<file path="config.mk">
export PLATFORM = sky130hd
export DESIGN_NAME = irq_sequencer
export DESIGN_NICKNAME = d
export VERILOG_FILES = /design/src/rtl/irq_sequencer_pkg.sv /design/src/rtl/irq_prio_enc.sv /design/src/rtl/irq_sequencer.sv
export SDC_FILE = /design/constraint.sdc
export NUM_CORES = 1
export LEC_CHECK = 0
export ABC_AREA = 1
export BUFFER_PORTS_ARGS = -buffer_cell sky130_fd_sc_hd__buf_2
export CORE_MARGIN = 3
export CORE_UTILIZATION = 43
export DETAILED_ROUTE_END_ITERATION = 16
export PLACE_DENSITY = 0.8
export SYNTH_ARGS = -nofsm -noshare
export SYNTH_HDL_FRONTEND = slang
export SYNTH_SLANG_ARGS = --single-unit
</file>
<file path="constraint.sdc">
create_clock -name clk -period 1.74 [get_ports clk]
set_input_delay 0.261 -clock clk [delete_from_list [all_inputs] [get_ports clk]]
set_output_delay 0.261 -clock clk [all_outputs]
set_load 0.01 [all_outputs]
</file>
<file path="src/rtl/irq_sequencer_pkg.sv">
// Shared constants for the interrupt sequencer: default vector, FSM encodings, cause width.
package irq_sequencer_pkg;

    localparam int unsigned CAUSE_W    = 4;
    localparam logic [31:0] VEC_PC_DEF = 32'h1C09_0000;

    // FSM state encodings
    localparam logic [1:0] ST_IDLE    = 2'd0;
    localparam logic [1:0] ST_HANDLER = 2'd1;
    localparam logic [1:0] ST_RETURN  = 2'd2;

endpackage

</file>
<file path="src/rtl/irq_prio_enc.sv">
// Fixed-priority encoder: lowest set request index wins.
// Ports:
//   req   - request vector
//   valid - any request set
//   idx   - index of the lowest set request (0 when none)
module irq_prio_enc
    import irq_sequencer_pkg::*;
#(
    parameter int unsigned N = 4
) (
    input  logic [N-1:0]       req,
    output logic               valid,
    output logic [CAUSE_W-1:0] idx
);

    // Scan from the top down so the lowest set index is the last to write.
    always_comb begin
        valid = 1'b0;
        idx   = '0;
        for (int i = int'(N) - 1; i >= 0; i--) begin
            if (req[i]) begin
                valid = 1'b1;
                idx   = CAUSE_W'(i);
            end
        end
    end

endmodule

</file>
<file path="src/rtl/irq_sequencer.sv">
// Interrupt sequencer in front of the PC register: edge-latches requests,
// masks and arbitrates them, issues the take pulse, saves epc/cause and
// sequences the mret return. Nesting is blocked while a handler runs.
// Ports:
//   clk, rst_n         - clock, async active-low reset
//   irq_req            - level request lines
//   mask_we/mask_wdata - mask register write (1 = enabled)
//   stall              - pipeline cannot take a redirect this cycle
//   next_pc            - return address captured on take
//   mret               - handler return retiring
//   int_take/vec_pc    - interrupt redirect pulse and handler address
//   ret_take/ret_pc    - return redirect pulse and address
//   epc, cause         - saved return address and taken index
//   in_handler         - handler running
//   pending            - pending request register
module irq_sequencer
    import irq_sequencer_pkg::*;
#(
    parameter int unsigned       N_IRQ    = 4,
    parameter logic [31:0]       VEC_PC   = VEC_PC_DEF,
    parameter logic [N_IRQ-1:0]  MASK_RST = '1
) (
    input  logic               clk,
    input  logic               rst_n,
    input  logic [N_IRQ-1:0]   irq_req,
    input  logic               mask_we,
    input  logic [N_IRQ-1:0]   mask_wdata,
    input  logic               stall,
    input  logic [31:0]        next_pc,
    input  logic               mret,
    output logic               int_take,
    output logic [31:0]        vec_pc,
    output logic               ret_take,
    output logic [31:0]        ret_pc,
    output logic [31:0]        epc,
    output logic [CAUSE_W-1:0] cause,
    output logic               in_handler,
    output logic [N_IRQ-1:0]   pending
);

    logic [1:0]         state;
    logic [1:0]         state_nxt;
    logic [N_IRQ-1:0]   prev_req;
    logic [N_IRQ-1:0]   mask;
    logic [N_IRQ-1:0]   eligible;
    logic [N_IRQ-1:0]   rise;
    logic [N_IRQ-1:0]   clr;
    logic               win_valid;
    logic [CAUSE_W-1:0] win_idx;
    logic               take;
    logic               ret;

    assign vec_pc   = VEC_PC;
    assign ret_pc   = epc;
    assign eligible = pending & mask;
    assign rise     = irq_req & ~prev_req;
    assign clr      = take ? (N_IRQ'(1) << win_idx) : '0;

    irq_prio_enc #(.N(N_IRQ)) u_prio (
        .req   (eligible),
        .valid (win_valid),
        .idx   (win_idx)
    );

    // State register
    always_ff @(posedge clk or negedge rst_n) begin
        if (!rst_n) begin
            state <= ST_IDLE;
        end else begin
            state <= state_nxt;
        end
    end

    // Next state and pulse triggers; takes only from IDLE so a return never collides
    always_comb begin
        state_nxt = state;
        take      = 1'b0;
        ret       = 1'b0;
        case (state)
            ST_IDLE: begin
                if (win_valid && !stall) begin
                    take      = 1'b1;
                    state_nxt = ST_HANDLER;
                end
            end
            ST_HANDLER: begin
                if (mret) begin
                    ret       = 1'b1;
                    state_nxt = ST_RETURN;
                end
            end
            ST_RETURN: begin
                state_nxt = ST_IDLE;
            end
            default: begin
                state_nxt = ST_IDLE;
            end
        endcase
    end

    // Datapath and registered outputs; a new edge beats the take clear
    always_ff @(posedge clk or negedge rst_n) begin
        if (!rst_n) begin
            prev_req   <= '0;
            pending    <= '0;
            mask       <= MASK_RST;
            epc        <= '0;
            cause      <= '0;
            int_take   <= 1'b0;
            ret_take   <= 1'b0;
            in_handler <= 1'b0;
        end else begin
            prev_req   <= irq_req;
            pending    <= (pending & ~clr) | rise;
            if (mask_we) begin
                mask <= mask_wdata;
            end
            if (take) begin
                epc   <= next_pc;
                cause <= win_idx;
            end
            int_take   <= take;
            ret_take   <= ret;
            in_handler <= (state_nxt == ST_HANDLER);
        end
    end

endmodule
</file>
==> flow_summary.toml, run 1 <==
[status]
status = "finished clean"

[routing]
first_pass_iters = 4
post_drt_wl_per_cell_um = 10.7
first_iter_violations = 39
wl_mm = 4.72
ant_nets = 0
route.detailed.drc = 0
vias_per_cell = 4.10
num_vias = 1806

[synth]
synth_compound_area_frac = 0.0256
synth_top_area_frac = 0.472
synth_warnings = 0
synth_seq_area_share = 0.514
muxShareOfSynthArea = 0.0136
synthAdderAreaFrac = 0
synthCells = 277
synth_edf_count = 0
synthFlopType = "dfrtp_1"
synth_top_family_by_area = "buffers and inverters"
synthSimpleGateAreaFrac = 0.200
synthTopCellsByCount = "nand2_1, buf_4, dfrtp_1, inv_1, nand2_2"
yosys.cell_count.top_type = "nand2_1"
async_reset_ff_frac = 1.00
yosysUniqueCellTypes = 19
synthTopCellsByArea = "dfrtp_1, buf_4, nand2_1"
syn_avg_cell_area_sq_um = 9.00
ys_ff_latch = 51
yosys.area_share.xor_xnor = 0
syn-cell-area_sq_mm = 0.00249
yosysTopAreaCell = "dfrtp_1"

[critical_path]
crit_slowest_cell = "dfrtp_1"
path_delay_family = "flip-flops"
crit_buf_inv = 1
path_max_fanout = 22
cp.arrival_ns = 1.51
criticalPathCategory = "flip-flop to flip-flop"
start_kind = "flip-flop"
critPathCaptureType = "flip-flop"
critical_path_required_ns = 1.90
worstPathCellList = "nand2_1, nand2_2, o21ai_4, buf_4, o21ai_1"
slowest_delay_ns = 0.40

[power]
leakagePower_uw = 0.00174
p_per_area_mw_per_mm2 = 1650
ir_drop_uv = 676

[cts]
cts_setup_buffers = 0
cts_sinks = 51
h-tree-depth = 2
postCtsResizedCells = 0
clk_path_buf_depth = 2
clk_latency_ns = 0.29
clock-root-buffer = "clkbuf_8"
cts_tree = "done"
path_clk_slew_ns = 0.09
cts_made_buffers = 5

[placement]
post-dp-hpwl_mm = 3.71
port-buffer-count = 117
dpl_cell_area_sq_mm = 0.00278
place_congestion = 0.739

[global_routing]
grt_pass1_vias = 1584
grt.total_usage = 0.137
grt_pass1_wl_mm = 7.05
overflow = 0
grt_max_degree = 23
grt_antenna_before_repair = 0

[cells_and_area]
synthToLayoutAreaGrowth_pct = 15.8
final_layout_size_suffix_gt1_frac = 0.408
nets = 412
antennaDiodeCount = 0
design_area_sq_mm = 0.00289
utilization = 0.518

[floorplan]
core_sq_mm = 0.00557
num_rows = 27
chipWidth_um = 82.1
die_h_um = 82.1
fp.dieArea_sq_mm = 0.00675
pin_count = 152
start_util = 0.447

[timing]
rsz0062_at_grt = "no"
post-route-min-period_ns = 1.35
finalSetupTns_ns = 0
max_freq_ghz = 0.740
setup_violations = 0
hold_viol_final = 0
period_share = 0.777
fin_worst_skew_ns = 0.00469
slew_violations = 0

[hold_path]
hold_path_class = "input port to flip-flop"

[job]
maxCapViolCount = 0
==> layout make-up <==
class | instances | area (sq um)
multi-input combinational | 172 | 724
clock buffer | 8 | 100
timing repair buffer | 124 | 641
sequential | 51 | 1280
tap | 72 | 90.1
fill | 554 | 2690
inverter | 13 | 48.8
==> timing repair <==
item	4_1_cts	5_1_grt
hold endpoints to repair	19	0
hold buffers	1	0
endpoints found under the setup margin	0	0
==> stage by stage <==
step           hold WS [ns]  power (uW)  std cells  setup slack (ns)
3_5_place_dp          0.236        4130        431             0.411
5_1_grt              0.0597        5250        440             0.255
2_1_floorplan       -0.0346        3680        309             0.502
3_3_place_gp          0.229        4080        431             0.453
6_report             0.0835        4770        440             0.388
4_1_cts              0.0602        4870        440             0.386
==> state kept, by name (all words and copies together) (netlist names) <==
name        cells
state           2
prev_req        4
cause           2
in_handler      1
epc            32
pending         4
ret_take        1
int_take        1
mask            4
==> report_power, final <==
group | total, uW | switching, uW | internal [uW]
clock network | 710 | 347 | 363
registers | 1970 | 321 | 1650
logic | 2090 | 1230 | 859
total | 4770 | 1900 | 2870
==> path summary, 6_finish.rpt <==
| check | from | to | slack (ns) | cells after the start |
|---|---|---|---|---|
| worst max register to register | pending[2] | state[0] | 0.39 | 5 |
| worst min register to register | prev_req[2] | pending[2] | 0.43 | 1 |
| max in group asynchronous | rst_n | mask[1] | 0.64 | 3 |
| worst max-delay path | pending[2] | state[0] | 0.39 | 5 |
| worst min-delay path | irq_req[3] | prev_req[3] | 0.08 | 1 |
| min in group asynchronous | rst_n | epc[0] | 0.45 | 2 |
==> layer usage <==
metal,vias up,part of all wire,wire [um],track usage
li1,910,-,-,-
met1,807,0.40,1880,0.157
met2,87,0.50,2370,0.246
met3,2,0.097,457,0.0412
met4,0,0.0032,15,0.0349
met5,-,0,0,0
==> cells by family (layout without fill, tap and decap cells) <==
kind of cell	Yosys count	in the layout
other	2	34
AND/OR/NAND/NOR	125	125
AO/OA/AOI/OAI	10	10
multiplexers	3	3
flip-flops	51	51
buffers and inverters	86	145
==> cell usage in the layout (no fill, tap or decap) <==
master         netlist  routed
nand2_2             11      11
clkbuf_1             0       1
nand3_1              2       2
conb_1               2      34
clkinv_1             1       1
mux2_2               3       3
buf_4               66       6
nand2_1            108     108
o21bai_1             1       1
nor2_1               4       4
dlygate4sd3_1        0       1
dfrtp_1             47      47
clkbuf_8             0       7
o21ai_0              6       6
buf_2                4     117
inv_1               11      11
o21ai_4              1       1
inv_2                1       1
o21ai_1              2       2
dfstp_2              4       4
No activity file was read; power rests on OpenSTA's default activity.
==> run 2: changes to the inputs <==
--- a/config.mk
+++ b/config.mk
@@ -5,12 +5,12 @@
 export SDC_FILE = /design/constraint.sdc
 export NUM_CORES = 1
 export LEC_CHECK = 0
-export ABC_AREA = 1
+export ABC_AREA = 0
 export BUFFER_PORTS_ARGS = -buffer_cell sky130_fd_sc_hd__buf_2
 export CORE_MARGIN = 3
 export CORE_UTILIZATION = 43
 export DETAILED_ROUTE_END_ITERATION = 16
-export PLACE_DENSITY = 0.8
+export PLACE_DENSITY = 0.81
 export SYNTH_ARGS = -nofsm -noshare
 export SYNTH_HDL_FRONTEND = slang
 export SYNTH_SLANG_ARGS = --single-unit
==> constraint.sdc (replaced) <==
create_clock -name clk -period 1.25 [get_ports clk]
set_input_delay 0.1875 -clock clk [delete_from_list [all_inputs] [get_ports clk]]
set_output_delay 0.1875 -clock clk [all_outputs]
set_load 0.01 [all_outputs]
==> run 2 against run 1 <==
  * The flow now finishes with violations (setup timing)
  * Sequential cell count is the same
  * Clock skew is 0.0033 ns higher
  * Cell area is 10% higher
  * Count of clock-buffer cells in the layout shrank 3
  * Critical path depth did not move
  * Area after synthesis is 2.9% lower
  * Utilization is 8.6 points higher
  * Worst setup slack got worse by 0.79 ns
  * Sequential power grew 41%
  * Critical path type unchanged
  * Largest power group unchanged
==> flow_summary.toml, run 2 <==
[cts]
clock-root-buffer = "clkbuf_8"
cts_tree = "done"
clk_path_buf_depth = 2
clk_latency_ns = 0.29
h-tree-depth = 2
cts_made_buffers = 5
cts_sinks = 51
path_clk_slew_ns = 0.09

[global_routing]
grt.total_usage = 0.143
grt_antenna_before_repair = 0
grt.busiest_layer = "met2"
overflow = 0
grt_use_met1 = 0.155
grt_max_degree = 52
grt_pass1_wl_mm = 7.14
grt_use_met2 = 0.265
grt_use_met3 = 0.0410
grt_pass1_vias = 1539

[status]
status = "finished, violations left"
violations = "setup timing"

[synth]
synth_warnings = 0
yosysTopAreaCell = "dfrtp_1"
synth_top_area_frac = 0.486
yosys.cell_count.top_type = "buf_4"
ys_ff_latch = 51
async_reset_ff_frac = 1.00
synthCells = 190
syn-cell-area_sq_mm = 0.00242
synth_seq_area_share = 0.529
synthTopCellsByArea = "dfrtp_1, buf_4, mux2_2"
syn_avg_cell_area_sq_um = 12.7
synth_edf_count = 0
synthTopCellsByCount = "buf_4, dfrtp_1, mux2_2, inv_1"
synthFlopType = "dfrtp_1"
yosysUniqueCellTypes = 22

[cells_and_area]
fillers = 445
final_cell_mix = "buf_2, dfrtp_1, conb_1"
final_layout_size_suffix_gt1_frac = 0.632
multi_input_area_sq_um = 812
utilization = 0.604
nets = 348
largest_reg_flops = 32
top_register = "epc"
layout_commonest_cell = "buf_2"
antennaDiodeCount = 0
synthToLayoutAreaGrowth_pct = 31.4
regArea_sq_mm = 0.00128

[timing]
worst_slack_ns = -0.406
rsz0062_at_grt = "yes"
period_share = 1.32
slew_violations = 0
max_freq_ghz = 0.604
setup_violations = 41
post-route-min-period_ns = 1.66
fin_worst_skew_ns = 0.00801
hold_viol_final = 0

[routing]
first_iter_violations = 15
first_pass_iters = 4
wl_mm = 5.08
post_drt_wl_per_cell_um = 13.6
ant_nets = 0
route.detailed.drc = 0
num_vias = 1638
vias_per_cell = 4.38

[hold_path]
hold_depth = 2
hold_path_class = "input port to flip-flop"

[floorplan]
num_rows = 26
pin_count = 152
chipWidth_um = 81.0
core_sq_mm = 0.00527
start_util = 0.459
fp.dieArea_sq_mm = 0.00657
die_h_um = 81.0

[power]
leakagePower_uw = 0.00168
p_per_area_mw_per_mm2 = 2340
total_power_uw = 7450
ir_drop_uv = 1100

[critical_path]
reg2reg_slack_ns = -0.41
slowest_delay_ns = 0.40
r2r_start = "state[1]"
crit_slowest_cell = "dfrtp_1"
worstPathCellList = "or3_4, a21oi_4, buf_12, clkbuf_16, mux2_2"
criticalPathCategory = "flip-flop to flip-flop"
reg2reg_depth = 5
startpoint = "state[1]"
path_max_fanout = 6
endpoint = "epc[23]"
critPathCaptureType = "flip-flop"
start_kind = "flip-flop"
critical_path_required_ns = 1.43
cp.arrival_ns = 1.84
rr_endpoint = "epc[23]"

[job]
maxCapViolCount = 0

[placement]
port-buffer-count = 117
place_congestion = 0.740
post-dp-hpwl_mm = 3.62
## run 2: changes by cell type in the layout (fill, tap and decap cells not counted), sizes merged, moves of 4 or more
cell / before / now
nand2: 119 / 4
buf: 123 / 137
mux2: 3 / 36
inv: 12 / 5
a22o: 0 / 4
dlygate4sd3: 1 / 5
o21ai: 9 / 0
## run 2: area by class of cell
class,instances,area share
clock buffers,5,0.0216
repair buffers,144,0.280
inverters,5,0.00590
well taps,70,0.0275
multi-input cells,96,0.255
flip-flops and latches,51,0.403
clock inverters,3,0.00629
## run 2: critical path: cells and delay by family, from the launching register on
kind	cells	cell delay (ns)
AOI/OAI and AO/OA	1	0.14
muxes	1	0.32
and+or+nand+nor	1	0.39
DFF	1	0.40
buffers and inverters	2	0.29
## run 2: kinds of logic (layout without fill, tap and decap cells)
kind of cell	Yosys count	in the layout	synth area share
flip-flops	51	51	0.529
multiplexers	36	36	0.167
AO/OA/AOI/OAI	13	13	0.0465
buffers and inverters	75	157	0.228
other	2	34	0.00310
AND/OR/NAND/NOR	13	13	0.0253
## run 2: repair_timing
action,in CTS,in global routing
gates cloned,0,3
hold endpoints to repair,50,1
hold buffers,4,1
buffers inserted,0,2
setup endpoints to repair,37,41
resized for setup,12,17
pin swaps,0,1
## run 2: worst min path at each step
stage / from / end / slack [ns]
6_report: mret / state[0] / 0.09
3_5_place_dp: rst_n / cause[0] / 0.20
4_1_cts: irq_req[3] / prev_req[3] / 0.003
2_1_floorplan: rst_n / cause[0] / -0.11
3_3_place_gp: rst_n / pending[1] / 0.19
5_1_grt: mret / state[0] / 0.09
## run 2: layer usage
layer / wire, um / share of wire
met5: 0 / 0
met4: 54 / 0.011
met3: 476 / 0.094
met2: 2610 / 0.51
met1: 1950 / 0.38
## run 2: where the power goes
| part | switching (uW) | internal, uW |
|---|---|---|
| clock | 534 | 390 |
| combinational | 1700 | 2050 |
| sequential | 447 | 2330 |
| total | 2680 | 4780 |
## run 2: stage by stage
stage / area (sq um) / instances / hold WS [ns] / setup WS, ns / TNS, ns
2_1_floorplan: 2550 / 222 / -0.108 / -0.444 / -13.85
3_3_place_gp: 2840 / 356 / 0.193 / -0.359 / -11.41
3_5_place_dp: 2840 / 356 / 0.196 / -0.375 / -11.62
4_1_cts: 3020 / 368 / 0.00329 / -0.373 / -11.38
5_1_grt: 3180 / 374 / 0.0870 / -0.416 / -14.09
6_report: 3180 / 374 / 0.0882 / -0.406 / -12.80
